$ cat src/rtl/eth_rx_frame_filter.sv
// ============================================================================
// Module   : eth_rx_frame_filter
// Purpose  : Destination-MAC filter between the RX FIFO and the stack on a
//            512-bit AXI-Stream. The header beat of each frame decides
//            whether the whole frame is forwarded (through a single output
//            register) or silently consumed.
// Options  : RX_FILTER_STATS_EN - adds 32-bit wrapping pass/drop frame
//            counters and their output ports.
// Revision : 1.0 - initial release
// ============================================================================
`default_nettype none

module eth_rx_frame_filter (
  input  logic         net_clk,
  input  logic         sys_reset,
  // Frames from the RX FIFO; byte 0 on the wire is data[7:0]
  input  logic [511:0] s_axis_rx_data_i,
  input  logic [63:0]  s_axis_rx_keep_i,
  input  logic         s_axis_rx_last_i,
  input  logic         s_axis_rx_valid_i,
  output logic         s_axis_rx_ready_o,
  // Filtered frames to the stack
  output logic [511:0] m_axis_rx_data_o,
  output logic [63:0]  m_axis_rx_keep_o,
  output logic         m_axis_rx_last_o,
  output logic         m_axis_rx_valid_o,
  input  logic         m_axis_rx_ready_i,
  // Filter configuration, sampled only on the header-beat handshake
  input  logic [47:0]  my_mac_i,
  input  logic         promisc_en_i
`ifdef RX_FILTER_STATS_EN
  ,
  output logic [31:0]  rx_pass_count_o,
  output logic [31:0]  rx_drop_count_o
`endif
);

  localparam logic [47:0] BCAST_MAC    = 48'hFFFF_FFFF_FFFF;
  // An Ethernet header is 14 bytes (DA + SA + EtherType)
  localparam logic [13:0] HDR_KEEP_ALL = 14'h3FFF;

  typedef enum logic [1:0] {
    ST_IDLE = 2'd0,   // next handshaken beat is a header beat
    ST_PASS = 2'd1,   // current frame is being forwarded
    ST_DROP = 2'd2    // current frame is being discarded
  } state_t;

  // --------------------------------------------------------------------------
  // Reset synchroniser: assertion is immediate, release is delayed two clocks
  // so every flop below leaves reset on the same edge.
  // --------------------------------------------------------------------------
  logic [1:0] rst_sync_q;
  logic       rst_int;

  // Two-flop release synchroniser for sys_reset
  always_ff @(posedge net_clk or posedge sys_reset) begin
    if (sys_reset) begin
      rst_sync_q <= 2'b11;
    end else begin
      rst_sync_q <= {rst_sync_q[0], 1'b0};
    end
  end

  assign rst_int = rst_sync_q[1];

  // --------------------------------------------------------------------------
  // Header decode
  // --------------------------------------------------------------------------
  logic [47:0] hdr_da;
  logic        hdr_runt;
  logic        hdr_accept;
  logic        out_free;

  assign hdr_da     = s_axis_rx_data_i[47:0];
  // A single-beat frame that does not even carry a full header is malformed
  assign hdr_runt   = s_axis_rx_last_i && (s_axis_rx_keep_i[13:0] != HDR_KEEP_ALL);
  assign hdr_accept = !hdr_runt &&
                      (promisc_en_i || (hdr_da == my_mac_i) || (hdr_da == BCAST_MAC));

  // --------------------------------------------------------------------------
  // Output register state
  // --------------------------------------------------------------------------
  logic         m_valid_q;
  logic [511:0] m_data_q;
  logic [63:0]  m_keep_q;
  logic         m_last_q;

  // The output register can take a new beat when empty or draining this cycle
  assign out_free = !m_valid_q || m_axis_rx_ready_i;

  // --------------------------------------------------------------------------
  // Frame FSM
  // --------------------------------------------------------------------------
  state_t state_q;
  state_t state_d;
  logic   rx_ready;
  logic   rx_hs;
  logic   load_out;

  // State register
  always_ff @(posedge net_clk or posedge rst_int) begin
    if (rst_int) begin
      state_q <= ST_IDLE;
    end else begin
      state_q <= state_d;
    end
  end

  // Next state, input ready and output-register load enable
  always_comb begin
    rx_ready = 1'b0;
    rx_hs    = 1'b0;
    load_out = 1'b0;
    state_d  = state_q;

    // Dropped beats never touch the output register, so DROP sinks freely
    case (state_q)
      ST_IDLE: rx_ready = out_free;
      ST_PASS: rx_ready = out_free;
      ST_DROP: rx_ready = 1'b1;
      default: rx_ready = 1'b0;
    endcase

    // Nothing is consumed while the synchronised reset is still held
    if (rst_int) begin
      rx_ready = 1'b0;
    end

    rx_hs = s_axis_rx_valid_i && rx_ready;

    case (state_q)
      ST_IDLE: begin
        if (rx_hs) begin
          load_out = hdr_accept;
          // Single-beat frames complete here and leave the FSM in IDLE
          if (!s_axis_rx_last_i) begin
            state_d = hdr_accept ? ST_PASS : ST_DROP;
          end
        end
      end
      ST_PASS: begin
        if (rx_hs) begin
          load_out = 1'b1;
          if (s_axis_rx_last_i) begin
            state_d = ST_IDLE;
          end
        end
      end
      ST_DROP: begin
        if (rx_hs && s_axis_rx_last_i) begin
          state_d = ST_IDLE;
        end
      end
      default: begin
        state_d = ST_IDLE;
      end
    endcase
  end

  assign s_axis_rx_ready_o = rx_ready;

  // --------------------------------------------------------------------------
  // Output register
  // --------------------------------------------------------------------------

  // Valid flag: set on load, cleared once the stack takes the beat
  always_ff @(posedge net_clk or posedge rst_int) begin
    if (rst_int) begin
      m_valid_q <= 1'b0;
    end else if (load_out) begin
      m_valid_q <= 1'b1;
    end else if (m_axis_rx_ready_i) begin
      m_valid_q <= 1'b0;
    end
  end

  // Payload: loaded only with forwarded beats, otherwise held stable
  always_ff @(posedge net_clk or posedge rst_int) begin
    if (rst_int) begin
      m_data_q <= '0;
      m_keep_q <= '0;
      m_last_q <= 1'b0;
    end else if (load_out) begin
      m_data_q <= s_axis_rx_data_i;
      m_keep_q <= s_axis_rx_keep_i;
      m_last_q <= s_axis_rx_last_i;
    end
  end

  assign m_axis_rx_valid_o = m_valid_q;
  assign m_axis_rx_data_o  = m_data_q;
  assign m_axis_rx_keep_o  = m_keep_q;
  assign m_axis_rx_last_o  = m_last_q;

  // --------------------------------------------------------------------------
  // Optional frame statistics
  // --------------------------------------------------------------------------
`ifdef RX_FILTER_STATS_EN
  logic [31:0] pass_cnt_q;
  logic [31:0] drop_cnt_q;
  logic        hdr_hs;

  // Each frame is counted exactly once, on its header handshake
  assign hdr_hs = rx_hs && (state_q == ST_IDLE);

  // Pass/drop counters, wrapping naturally at 2^32
  always_ff @(posedge net_clk or posedge rst_int) begin
    if (rst_int) begin
      pass_cnt_q <= '0;
      drop_cnt_q <= '0;
    end else if (hdr_hs) begin
      if (hdr_accept) begin
        pass_cnt_q <= pass_cnt_q + 32'd1;
      end else begin
        drop_cnt_q <= drop_cnt_q + 32'd1;
      end
    end
  end

  assign rx_pass_count_o = pass_cnt_q;
  assign rx_drop_count_o = drop_cnt_q;
`endif

  // --------------------------------------------------------------------------
  // Protocol properties
  // --------------------------------------------------------------------------

  // A stalled output beat must not change underneath the stack
  a_out_stable: assert property (
    @(posedge net_clk) disable iff (rst_int)
    (m_valid_q && !m_axis_rx_ready_i) |=>
      (m_valid_q && $stable(m_data_q) && $stable(m_keep_q) && $stable(m_last_q))
  );

  // Discarded frames never reach the output register
  a_drop_no_load: assert property (
    @(posedge net_clk) disable iff (rst_int)
    (state_q == ST_DROP) |-> !load_out
  );

endmodule

`default_nettype wire

$ cat config.mk
export PLATFORM = sky130hd
export DESIGN_NAME = eth_rx_frame_filter
export DESIGN_NICKNAME = d
export VERILOG_FILES = /design/src/rtl/eth_rx_frame_filter.sv
export SDC_FILE = /design/constraint.sdc
export NUM_CORES = 1
export LEC_CHECK = 0
export ABC_AREA = 1
export CAP_MARGIN = 0
export CORE_AREA = 2 2 475 477
export CTS_CLUSTER_DIAMETER = 120
export DETAILED_ROUTE_END_ITERATION = 12
export DIE_AREA = 0 0 477 479
export GPL_TIMING_DRIVEN = 0
export PLACE_DENSITY_LB_ADDON = 0.3
export SLEW_MARGIN = 20
export SYNTH_ARGS = -nofsm -noshare
export SYNTH_HDL_FRONTEND = slang
export SYNTH_SLANG_ARGS = --single-unit
$ cat constraint.sdc
create_clock -name net_clk -period 19 [get_ports net_clk]
set_input_delay 1.9 -clock net_clk [delete_from_list [all_inputs] [get_ports net_clk]]
set_output_delay 1.9 -clock net_clk [all_outputs]
set_load 0.005 [all_outputs]
==> impl_metrics.ini <==
[run_status]
status = finished, final reports clean

[synth]
ys_types = 22
yosysTopAreaCell = dfrtp_1
syn_area_per_cell_um2 = 8.959
syn_nets = 3331
synth_most_common_cell = nand2_1
syn_inst = 2701
ys_seq_area_share_pct = 60.19
netlist_top_cells_count = nand2_1 (1232), dfrtp_1 (580), nand3_1 (580)
ys_warn_count = 0
synth_top_area_share_pct = 59.98
synthArstFlopShare_pct = 100.0
synth.area.top_cells = dfrtp_1 (60%), nand2_1 (19%), nand3_1 (12%)
ys.flop_type = dfrtp_1
syn-cell-area_um2 = 24200
synth_edf_count = 0
synth-seq-cells = 582

[setup_path]
path_max_fanout = 2
end_kind = output pin
crit_end = s_axis_rx_ready_o
start_kind = input pin
r2r_slack_ns = 14.77
cp.required_ns = 17.10
worst-r2r-cell-count = 10
crit_arrival_ns = 3.12
r2r_start = rst_sync_q[1]
path_class = in -> out
crit_start = m_axis_rx_ready_i
worstReg2RegEnd = m_axis_rx_data_o[482]

[sta]
tightestPinTransition_ns = 1.145
finalSetupViolCount = 0
fmax_mhz = 199.0
fin_ws_ns = 13.98
post-route-min-period_ns = 5.024
slew_headroom_pct = 23.65
hold_viol = 0
clock_skew_ns = 0.02846
slew_violations = 0
setup_tns_ns = 0
rsz0062_at_grt = false
period_share_pct = 26.44

[route]
avgViaCountPerCell = 3.525
final_antenna_net_count = 0
wl_mm = 186.8
wl_per_cell_um = 26.35
firstDrtPassIters = 5
drc = 0
drtIter0Drc = 1693
num_vias = 24990

[placement]
place_congestion = 0.9538
place_ws_ns = 12.83
dpl.hpwl_mm = 158.0
place_inst = 6908
port_buffers = 1208

[grt]
antenna_found_initial = 148
grt_first_pass_wirelength_mm = 243.1
grt_max_degree = 93
grt_pass1_vias = 25140
grtUsageTotal_pct = 15.90
gr-total-overflow = 0

[die]
start_util_pct = 10.82
die_x_um = 477
io-pin-count = 1209
die_h_um = 479
row_count = 174
core_um2 = 223600
dieArea_um2 = 228500

[pwr]
leakage_nw = 19.40
vdd_drop_max_mv = 0.06357
power-per-cell-area_nw_per_um2 = 152.7

[cts]
insertion_delay_ns = 0.72
cts_tree = built
clkTransAtPathRegs_ns = 0.06
htree_levels = 3
post_cts_buffers = 0
clock_path_buffers = 3
cts_buffers = 80
cts.sinks = 582
clock-root-buffer = clkbuf_16
ctsHoldBuffers = 0
cts.repair.resized = 0

[min_path]
min_path_type = reg -> async

[final_layout]
area_growth_pct = 77.44
drive_gt1_share_pct = 7.241
nFillCells = 24980
final_nets = 4628
instances_no_fill = 7089

[job]
max-cap-violations = 0
worst max-delay path: stages:
cell	delay, ns
clkdlybuf4s50_1	0.42
o311a_1	0.35
clkdlybuf4s50_1	0.45
cell type report:
class,instances,area [µm²],share of cell area (%)
tap,2992,3744,8.718
multi-input combinational,1899,8107,18.88
clock inverter,32,336.6,0.7838
sequential,582,14570,33.92
inverter,28,112.6,0.2623
timing repair buffer,1215,12280,28.61
buffer,192,1424,3.316
clock buffer,112,2272,5.292
antenna,37,92.59,0.2156
through the flow:
step	total power, W	utilization (%)	area, µm²	hold slack, ns
2_1_floorplan	0.002958	-	24200	0.3452
3_3_place_gp	0.005085	17.91	40030	0.3473
3_5_place_dp	0.005092	18.00	40240	0.2818
4_1_cts	0.006715	19.16	42850	0.2558
5_1_grt	0.006958	19.17	42870	0.2659
6_report	0.006556	19.20	42940	0.2222
cell usage in the layout, fill, tap and decap left out, types with 9 or more instances in the layout:
cell type        netlist  layout
buf_2                 38      38
buf_4                 58      58
buf_6                 58      58
clkbuf_1              37      52
clkbuf_16              0      80
clkbuf_8               0      15
clkdlybuf4s50_1        0    1208
clkinv_2               0      15
dfrtp_1              580     580
diode_2                0      37
inv_1                 28      27
nand2_1             1232    1232
nand3_1              580     580
nand4_1                9       9
nor2_1                26      26
xnor2_1               40      40
per-layer routing:
layer | wire (µm) | up-vias | share of wire, % | track usage [%]
met5 | 826 | - | 0.44 | 0
met4 | 4900 | 130 | 2.6 | 4.561
met3 | 25180 | 305 | 13 | 9.355
met2 | 82730 | 1178 | 44 | 24.82
met1 | 73160 | 12020 | 39 | 18.24
li1 | - | 11360 | - | -
sequential cells by signal (all words and copies together) (netlist names):
signal / cells
rst_sync_q: 2
state_q: 2
m_axis_rx_keep_o: 64
m_axis_rx_data_o: 512
m_axis_rx_last_o: 1
m_axis_rx_valid_o: 1
power breakdown:
part           internal [W]  total, W  switching [W]
logic               0.00140   0.00284        0.00144
clock network      0.000903   0.00155       0.000649
registers           0.00181   0.00216       0.000353
worst min path at each step:
| stage | start | end | slack, ns | cells after the start |
|---|---|---|---|---|
| global route | rst_sync_q[1] | m_axis_rx_data_o[167] | 0.27 | 1 |
| detailed placement | rst_sync_q[1] | m_axis_rx_data_o[167] | 0.28 | 1 |
| global placement | rst_sync_q[0] | rst_sync_q[1] | 0.35 | 0 |
| floorplan | rst_sync_q[0] | rst_sync_q[1] | 0.35 | 0 |
| finish | rst_sync_q[1] | m_axis_rx_data_o[167] | 0.22 | 1 |
| CTS | rst_sync_q[1] | m_axis_rx_data_o[167] | 0.26 | 1 |
cells by family (layout without fill, tap and decap cells):
| family | Yosys count | in the layout | share of synthesized area (%) |
|---|---|---|---|
| AOI/OAI and AO/OA | 6 | 6 | 0.1551 |
| other | 1 | 38 | 0.01550 |
| DFF | 582 | 582 | 60.19 |
| buffers and inverters | 220 | 1579 | 6.308 |
| and+or+nand+nor | 1851 | 1851 | 31.84 |
| xor gates and xnor gates | 41 | 41 | 1.484 |
Note: power is estimated with default switching activity, not from simulation.
